--- src/rtl/pipe_ctrl_pkg.sv ---
// Shared encodings for the pipeline hazard/stall controller.
package pipe_ctrl_pkg;

  typedef enum logic [1:0] {
    M_IDLE = 2'd0,
    M_WAIT = 2'd1,
    M_DONE = 2'd2
  } mem_state_e;

  localparam logic [4:0] REG_ZERO = 5'd0;

endpackage

--- src/rtl/hazard_ctrl_sat_counter.sv ---
// Saturating event counter: counts cycles with inc=1, sticks at all-ones.
module sat_counter #(
  parameter int W = 16
) (
  input  logic         clk,
  input  logic         rst,
  input  logic         inc,
  output logic [W-1:0] count
);

  always_ff @(posedge clk) begin
    if (rst) begin
      count <= '0;
    end else if (inc && (count != '1)) begin
      count <= count + W'(1);
    end
  end

endmodule

--- src/rtl/hazard_ctrl.sv ---
// Central stall/flush controller: load-use, multiply hold, data-memory wait
// and redirect flush, with saturating performance counters.
module hazard_ctrl
  import pipe_ctrl_pkg::*;
#(
  parameter int MUL_LAT = 3,
  parameter int CNT_W   = 16
) (
  input  logic             clk,
  input  logic             rst,
  input  logic [4:0]       D_rs1,
  input  logic [4:0]       D_rs2,
  input  logic             D_use_rs1,
  input  logic             D_use_rs2,
  input  logic             EX_ld,
  input  logic [4:0]       EX_rd,
  input  logic             EX_mul,
  input  logic             EX_taken,
  input  logic             M_req,
  input  logic             dmem_ready,
  output logic             stall_F,
  output logic             stall_D,
  output logic             flush_FD,
  output logic             MEM_stall,
  output logic [CNT_W-1:0] cnt_freeze,
  output logic [CNT_W-1:0] cnt_bubble,
  output logic [CNT_W-1:0] cnt_flush
);

  localparam int              MC_W     = (MUL_LAT > 1) ? $clog2(MUL_LAT) : 1;
  localparam logic [MC_W-1:0] MUL_INIT = MC_W'(MUL_LAT - 1);
  localparam logic            MUL_EN   = (MUL_LAT > 1);

  mem_state_e      mem_state, mem_next;
  logic            mem_frz;
  logic [MC_W-1:0] mul_cnt, mul_eff;
  logic            mul_done, mul_load, mul_frz;
  logic            frz, lu;
  logic [CNT_W-1:0] frz_count, bub_count, fl_count;

  // Memory wait FSM; M_DONE holds off re-issue until the whole pipe unfreezes.
  always_comb begin
    mem_next = mem_state;
    mem_frz  = 1'b0;
    case (mem_state)
      M_IDLE: begin
        if (M_req && !dmem_ready) begin
          mem_frz  = 1'b1;
          mem_next = M_WAIT;
        end
      end
      M_WAIT: begin
        mem_frz = 1'b1;
        if (dmem_ready) mem_next = M_DONE;
      end
      M_DONE: begin
        if (!mul_frz) mem_next = M_IDLE;
      end
      default: mem_next = M_IDLE;
    endcase
  end

  always_ff @(posedge clk) begin
    if (rst) mem_state <= M_IDLE;
    else     mem_state <= mem_next;
  end

  // The load cycle counts as the first hold cycle, so the hold is MUL_LAT-1.
  assign mul_load = MUL_EN && EX_mul && (mul_cnt == '0) && !mul_done;
  assign mul_eff  = mul_load ? MUL_INIT : mul_cnt;
  assign mul_frz  = (mul_eff != '0);
  assign frz      = mem_frz | mul_frz;

  always_ff @(posedge clk) begin
    if (rst) begin
      mul_cnt  <= '0;
      mul_done <= 1'b0;
    end else begin
      mul_cnt <= mul_frz ? (mul_eff - MC_W'(1)) : '0;
      if (mul_eff == MC_W'(1)) mul_done <= 1'b1;
      else if (!frz)           mul_done <= 1'b0;
    end
  end

  assign lu = EX_ld && (EX_rd != REG_ZERO) &&
              ((D_use_rs1 && (D_rs1 == EX_rd)) || (D_use_rs2 && (D_rs2 == EX_rd)));

  // Freeze dominates redirect, redirect dominates load-use.
  assign MEM_stall = !rst && frz;
  assign flush_FD  = !rst && EX_taken && !frz;
  assign stall_D   = !rst && (lu || EX_taken) && !frz;
  assign stall_F   = !rst && lu && !EX_taken && !frz;

  sat_counter #(.W(CNT_W)) u_cnt_freeze (
    .clk   (clk),
    .rst   (rst),
    .inc   (MEM_stall),
    .count (frz_count)
  );

  sat_counter #(.W(CNT_W)) u_cnt_bubble (
    .clk   (clk),
    .rst   (rst),
    .inc   (stall_D),
    .count (bub_count)
  );

  sat_counter #(.W(CNT_W)) u_cnt_flush (
    .clk   (clk),
    .rst   (rst),
    .inc   (flush_FD),
    .count (fl_count)
  );

  assign cnt_freeze = rst ? '0 : frz_count;
  assign cnt_bubble = rst ? '0 : bub_count;
  assign cnt_flush  = rst ? '0 : fl_count;

endmodule

--- config.mk ---
export PLATFORM = sky130hd
export DESIGN_NAME = hazard_ctrl
export DESIGN_NICKNAME = d
export VERILOG_FILES = /design/src/rtl/pipe_ctrl_pkg.sv /design/src/rtl/hazard_ctrl_sat_counter.sv /design/src/rtl/hazard_ctrl.sv
export SDC_FILE = /design/constraint.sdc
export NUM_CORES = 1
export LEC_CHECK = 0
export CORE_MARGIN = 2
export CORE_UTILIZATION = 49
export DETAILED_ROUTE_END_ITERATION = 8
export PLACE_DENSITY = 0.8
export SLEW_MARGIN = 20
export SYNTH_ARGS = -nofsm -noshare
export SYNTH_HDL_FRONTEND = slang
export SYNTH_SLANG_ARGS = --single-unit
--- constraint.sdc ---
create_clock -name clk -period 3.8 [get_ports clk]
set_input_delay 1.14 -clock clk [delete_from_list [all_inputs] [get_ports clk]]
set_output_delay 1.14 -clock clk [all_outputs]
set_load 0.05 [all_outputs]
==> metrics.txt, run 1 <==
CTS tree=yes; largest net degree at the start of global routing=64; initial drt markers=between 90 and 100; Hold Crit Class=register to register; FF+latch area=around 1100 sq um; final net count=roughly 470; RSZ-0062 raised after global routing=no; clock transition at the registers of the reported paths=approximately 0.09 ns; total gr overflow=0; Final setup viols=0; CP Cell Sequence=clkdlybuf4s50_1 > xnor2_1 > nand4_1 > o22ai_2 > buf_4 > a31o_4 > buf_12; TritonCTS Buffers=5; max_slew headroom=0.671; Area Growth Syn to Fin=37.3%; final max-slew violation count=0; Yosys Warn Count=0; Port Buffers=75; ys async rst share=0; die footprint=roughly 6600 sq um; H-tree Lvls=2; number of global-route vias before repair=about 2500; Via density=between 5 and 6; status=completed; number of synthesized flops with an enable pin=0; gpl congestion=~0.83; layout cells sized above 1=0.248; Worst Skew=0.00602 ns; Remaining DRCs=0; slowest stage delay, CP=around 0.48 ns; Initial DRT Pass Iterations=4; Mapped Cells=~350; busiest grt layer=met2; placed instance count=between 400 and 500; fillcell total=between 400 and 500; drt wl/cell=approximately 13 um; Die W=around 81 um; Area contributors post-synth=dfxtp_1, nor2b_1, xnor2_1; Peak VDD IR=around 0.00033 V; first-pass GRT wire length=roughly 11000 um; setup TNS=0 ns; Crit Path Category=input port to primary output; CTS Buffer Depth=2; Main synth FF type=dfxtp_1; Max Cap Viol=0; Routed Antenna Nets=0; Layout Cells excl Fill=roughly 510; Synth top cells by count=dfxtp_1, nor2_1, nor2b_1; CP arrival=2.59 ns; Critical Path Start Type=input port; Hold Buf Count CTS=0; initial antenna violation count=0; num ports=76; worst-margin pin slew=0.492 ns; Antenna Cells=0; hold_ws=roughly 0.45 ns; CP Max Fanout=2; met2 usage=0.365; core area=5850 sq um; GR Layer Usage met1=0.255; Post-DP HPWL=5060 um; # rows=28; Synthesized Nets=374; Root Buffer=clkbuf_8; maximum clock frequency=268 MHz; combined area of the multi-input logic cells=1820 sq um; Via Count=2688; Die Ht=81.4 um; Yosys cell types=between 50 and 60; Final Hold Vio Count=0; Seq/Total Area, Yosys=0.362; CP Capture Type=primary output; fin crit share=0.981; initial core utilization=0.501; crit path time final=around 3.7 ns; Clock Sinks=53; slowest CP cell=clkdlybuf4s50_1; drt total wl=around 6800 um; Leak=about 1.7 nW; synthesis-stage register bit count=53; Worst-Skew Late Latency=approximately 0.30 ns; Synth top area share=0.362; pwr dens=around 340 nW/um^2; Worst Path Required=roughly 2.7 ns; met3 Usage GRT=0.0322; Synth Area per Inst=around 8.5 sq um; Post-Syn Area=between 2000 and 3000 sq um; cell accounting for the most synthesized area=dfxtp_1; most common cell in the netlist=dfxtp_1; total global-route track usage=0.208
## state kept, by name, summed over array words and instances (netlist names)
signal,count
u_cnt_flush.count,16
mul_done,1
mem_state,2
u_cnt_freeze.count,16
u_cnt_bubble.count,16
mul_cnt,2
## through the flow
stage	cell area, sq um	setup slack, ns	power, mW	utilization
final	4030	0.0703	1.37	0.688
after global placement	3810	-0.156	0.968	0.652
after global routing	4030	0.0186	1.44	0.688
after CTS	4000	0.00662	1.39	0.684
after detailed placement	3810	-0.173	0.982	0.652
after floorplan	2930	0.00212	0.831	-
## report_power, final
part	internal (mW)	switching (mW)	total, mW
Clock	0.195	0.180	0.375
Sequential	0.587	0.0255	0.612
Combinational	0.187	0.199	0.387
## logic make-up after synthesis
kind of cell             count (synthesis)  share of synthesized area
AO/OA/AOI/OAI                           23                     0.0691
XOR/XNOR                                38                      0.113
adder cells (fa/ha/maj)                  4                     0.0171
buffers and inverters                   24                     0.0324
flip-flops                              53                      0.362
multiplexers                            14                     0.0533
AND/OR/NAND/NOR                        190                      0.353
## critical path, delay by kind of cell
kind,cells,cell delay (ns)
AOI/OAI and AO/OA,2,0.39
xor gates and xnor gates,1,0.14
buffers and inverters,3,0.76
and+or+nand+nor,1,0.16
## repair_timing
action,CTS,global route
gates resized for setup,14,4
setup buffers,6,2
setup endpoints to repair,3,2
pin swaps,8,3
## layer usage
| metal | wire length, um | share of wire |
|---|---|---|
| met2 | 3480 | 0.51 |
| met5 | 0 | 0 |
| met3 | 303 | 0.044 |
| met4 | 104 | 0.015 |
| met1 | 2930 | 0.43 |
## final timing paths
| path | from | to | slack, ns | cells after the start |
|---|---|---|---|---|
| max reg2reg | mul_cnt[0]$_SDFF_PP0_ | u_cnt_bubble.count[15]$_SDFFE_PP0P_ | 1.26 | 12 |
| min reg2reg | mul_cnt[0]$_SDFF_PP0_ | mul_cnt[0]$_SDFF_PP0_ | 0.45 | 1 |
| min | mul_cnt[0]$_SDFF_PP0_ | mul_cnt[0]$_SDFF_PP0_ | 0.45 | 1 |
| max | D_rs1[1] | stall_D | 0.07 | 7 |
## layout make-up
class                      instances  share of cell area
multi-input combinational        269               0.452
sequential                        53               0.263
timing repair buffer              98               0.224
tap                               75              0.0233
clock buffer                       5              0.0171
inverter                          12              0.0112
clock inverter                     2             0.00963
## placed cells by master (no fill, tap or decap), types with 2 or more instances in the layout
cell	instances
nor2_1	49
clkdlybuf4s50_1	17
o21ai_0	2
and3_1	9
mux2_2	12
clkbuf_8	5
nor2b_1	43
xor2_1	16
nor4b_1	2
a31oi_1	3
buf_12	8
nand3_1	18
inv_1	12
nor4_1	4
nor3_1	5
dfxtp_1	53
nand4_1	13
ha_1	3
and4_1	7
dlygate4sd2_1	5
buf_4	63
or3_1	2
and2_1	3
xnor2_1	21
dlymetal6s2s_1	3
nand2_1	23
nor3b_2	2
(Power assumes the default switching activity.)
==> run 2: changes to the inputs <==
--- a/config.mk
+++ b/config.mk
@@ -5,10 +5,11 @@
 export SDC_FILE = /design/constraint.sdc
 export NUM_CORES = 1
 export LEC_CHECK = 0
+export CAP_MARGIN = 25
 export CORE_MARGIN = 2
 export CORE_UTILIZATION = 49
 export DETAILED_ROUTE_END_ITERATION = 8
-export PLACE_DENSITY = 0.8
+export PLACE_DENSITY = 0.9
 export SLEW_MARGIN = 20
 export SYNTH_ARGS = -nofsm -noshare
 export SYNTH_HDL_FRONTEND = slang
==> run 2 against run 1 <==
  * Cell area fell by 0.53%
  * Clock skew about the same
  * Clock power fell by 19%
  * Routed wire length fell by 0.13%
  * Sequential power is essentially flat
  * Combinational power shrank 2%
  * Flip-flop and latch count is the same
==> metrics.txt, run 2 (synthesis results as in run 1) <==
status=completed; Worst Skew=0.00553 ns (-0.000492 ns); core area=5850 sq um (unchanged); commonest cells after routing, fill and taps aside=dfxtp_1, buf_4, nor2_1, nor2b_1, nand2_1; first-pass GRT wire length=10900 um (-0.63%); post-route cell area=4010 sq um (-0.53%); CTS Buffer Depth=2 (unchanged); # rows=28 (unchanged); R2R Path Start=mul_cnt[0]$_SDFF_PP0_; Antenna Cells=0 (unchanged); Worst-Skew Late Latency=0.30 ns (about the same); drt wl/cell=13.4 um (+1.2%); Die Ht=81.4 um (unchanged); Hold Crit Class=register to register; final net count=459 (-1.7%); slowest CP cell=or3b_1; clock transition at the registers of the reported paths=0.09 ns (about the same); drt total wl=6800 um (-0.13%); Peak VDD IR=0.000238 V (-28%); Worst Path Required=2.66 ns (about the same); Via Count=2656 (-1.2%); Area Growth Syn to Fin=36.5%; min-delay src=mul_cnt[0]$_SDFF_PP0_; maximum clock frequency=268 MHz (about the same); Critical Path Start Type=input port; Post-DP HPWL=4840 um (-4.5%); R2R cell count=10 (-2); max_slew headroom=0.709 (+0.0388); initial drt markers=137 (+44%); Clock Sinks=53 (unchanged); pwr dens=323 nW/um^2 (-5.3%); Hold Crit Depth=1 (unchanged); Via density=5.24 (+0.17%); H-tree Lvls=2 (unchanged); Layout Cells excl Fill=507 (-1.4%); Leak=1.63 nW (-3.1%); number of global-route vias before repair=2512 (+0.36%); final max-slew violation count=0 (unchanged); Min-Delay Endpoint=mul_cnt[0]$_SDFF_PP0_; layout cells sized above 1=0.236 (-0.0122); Port Buffers=75 (unchanged); TritonCTS Buffers=5 (unchanged); Final setup viols=0 (unchanged); crit path time final=3.73 ns (-0.00169 ns); die footprint=6620 sq um (unchanged); largest registers=u_cnt_bubble.count x16, u_cnt_flush.count x16, u_cnt_freeze.count x16; CP Cell Sequence=dlygate4sd2_1 > or3b_1 > and4b_2 > buf_6 > a31o_4 > buf_12; Remaining DRCs=0 (unchanged); total gr overflow=0 (unchanged); CP Max Fanout=3 (+1); largest net degree at the start of global routing=93 (+45%); total global-route track usage=0.209 (+0.000524); CP Capture Type=primary output; Area after DPL=3850 sq um (+0.85%); Die W=81.4 um (unchanged); CP arrival=2.59 ns (about the same); Routed Antenna Nets=0 (unchanged); Initial DRT Pass Iterations=4 (unchanged); reg2reg end=u_cnt_bubble.count[15]$_SDFFE_PP0P_; gpl congestion=0.865 (+3.7%); initial antenna violation count=0 (unchanged); Hold Buf Count CTS=0 (unchanged); RSZ-0062 raised after global routing=no; slack of the worst reg-to-reg path=1.43 ns (+0.17 ns); initial core utilization=0.501 (unchanged); Final Hold Vio Count=0 (unchanged); worst-margin pin slew=0.434 ns (-0.0582 ns); slowest stage delay, CP=0.39 ns (-0.09 ns); Max Cap Viol=0 (unchanged); fin crit share=0.981 (about the same); num ports=76 (unchanged); placed instance count=496 (-0.60%); Root Buffer=clkbuf_8; Crit Path Category=input port to primary output; CTS tree=yes
run 2: changes by cell type in the layout (fill, tap and decap cells not counted), moves of 3 or more:
cell,delta
clkbuf_1,+3
buf_4,-10
buf_12,+5
clkdlybuf4s50_1,-3
run 2: area by class of cell:
cell class / instances / area, sq um
fillers: 464 / 1840
multi-input cells: 269 / 1830
flip-flops and latches: 53 / 1060
repair buffers: 90 / 892
well taps: 75 / 93.8
clock buffers: 8 / 80.1
inverters: 12 / 45.0
run 2: how the worst max path moves through the flow:
stage / depth (start not counted) / slack [ns] / start / endpoint
5_1_grt: 7 / 0.01 / D_rs1[4] / stall_F
4_1_cts: 7 / 0.007 / EX_rd[4] / stall_F
3_5_place_dp: 7 / -0.12 / M_req / stall_D
3_3_place_gp: 7 / -0.11 / M_req / stall_D
6_report: 6 / 0.07 / dmem_ready / stall_D
2_1_floorplan: 6 / 0.002 / EX_mul / stall_D
run 2: worst max-delay path, delay by kind of cell:
kind | cells | cell delay [ns]
simple gates | 2 | 0.66
buf+inv | 3 | 0.53
compound gates | 1 | 0.25
run 2: power breakdown:
part	switching, mW	total (mW)	internal [mW]
Sequential	0.0251	0.612	0.587
Combinational	0.199	0.378	0.179
Clock	0.174	0.305	0.131
run 2: what timing repair did:
action,in CTS,in global routing
cloned,0,0
setup buffers,2,1
gates resized for setup,18,3
pin swaps,8,4
setup endpoints to repair,3,2
run 2: stage by stage:
step           TNS, ns  total power [mW]  utilization  hold WS [ns]  setup WS [ns]
2_1_floorplan        0             0.831            -         0.422        0.00212
3_3_place_gp    -0.125             0.971        0.657         0.432         -0.112
3_5_place_dp    -0.225             0.979        0.657         0.436         -0.123
4_1_cts              0              1.30        0.681         0.449        0.00651
5_1_grt              0              1.37        0.685         0.478         0.0108
6_report             0              1.29        0.685         0.445         0.0720
run 2: metal layers:
| layer | global-route usage | wire (um) | vias up |
|---|---|---|---|
| li1 | - | - | 1355 |
| met1 | 0.251 | 2970 | 1235 |
| met2 | 0.353 | 3390 | 55 |
| met3 | 0.0578 | 317 | 11 |
| met4 | 0.0780 | 119 | 0 |
| met5 | 0 | 0 | - |
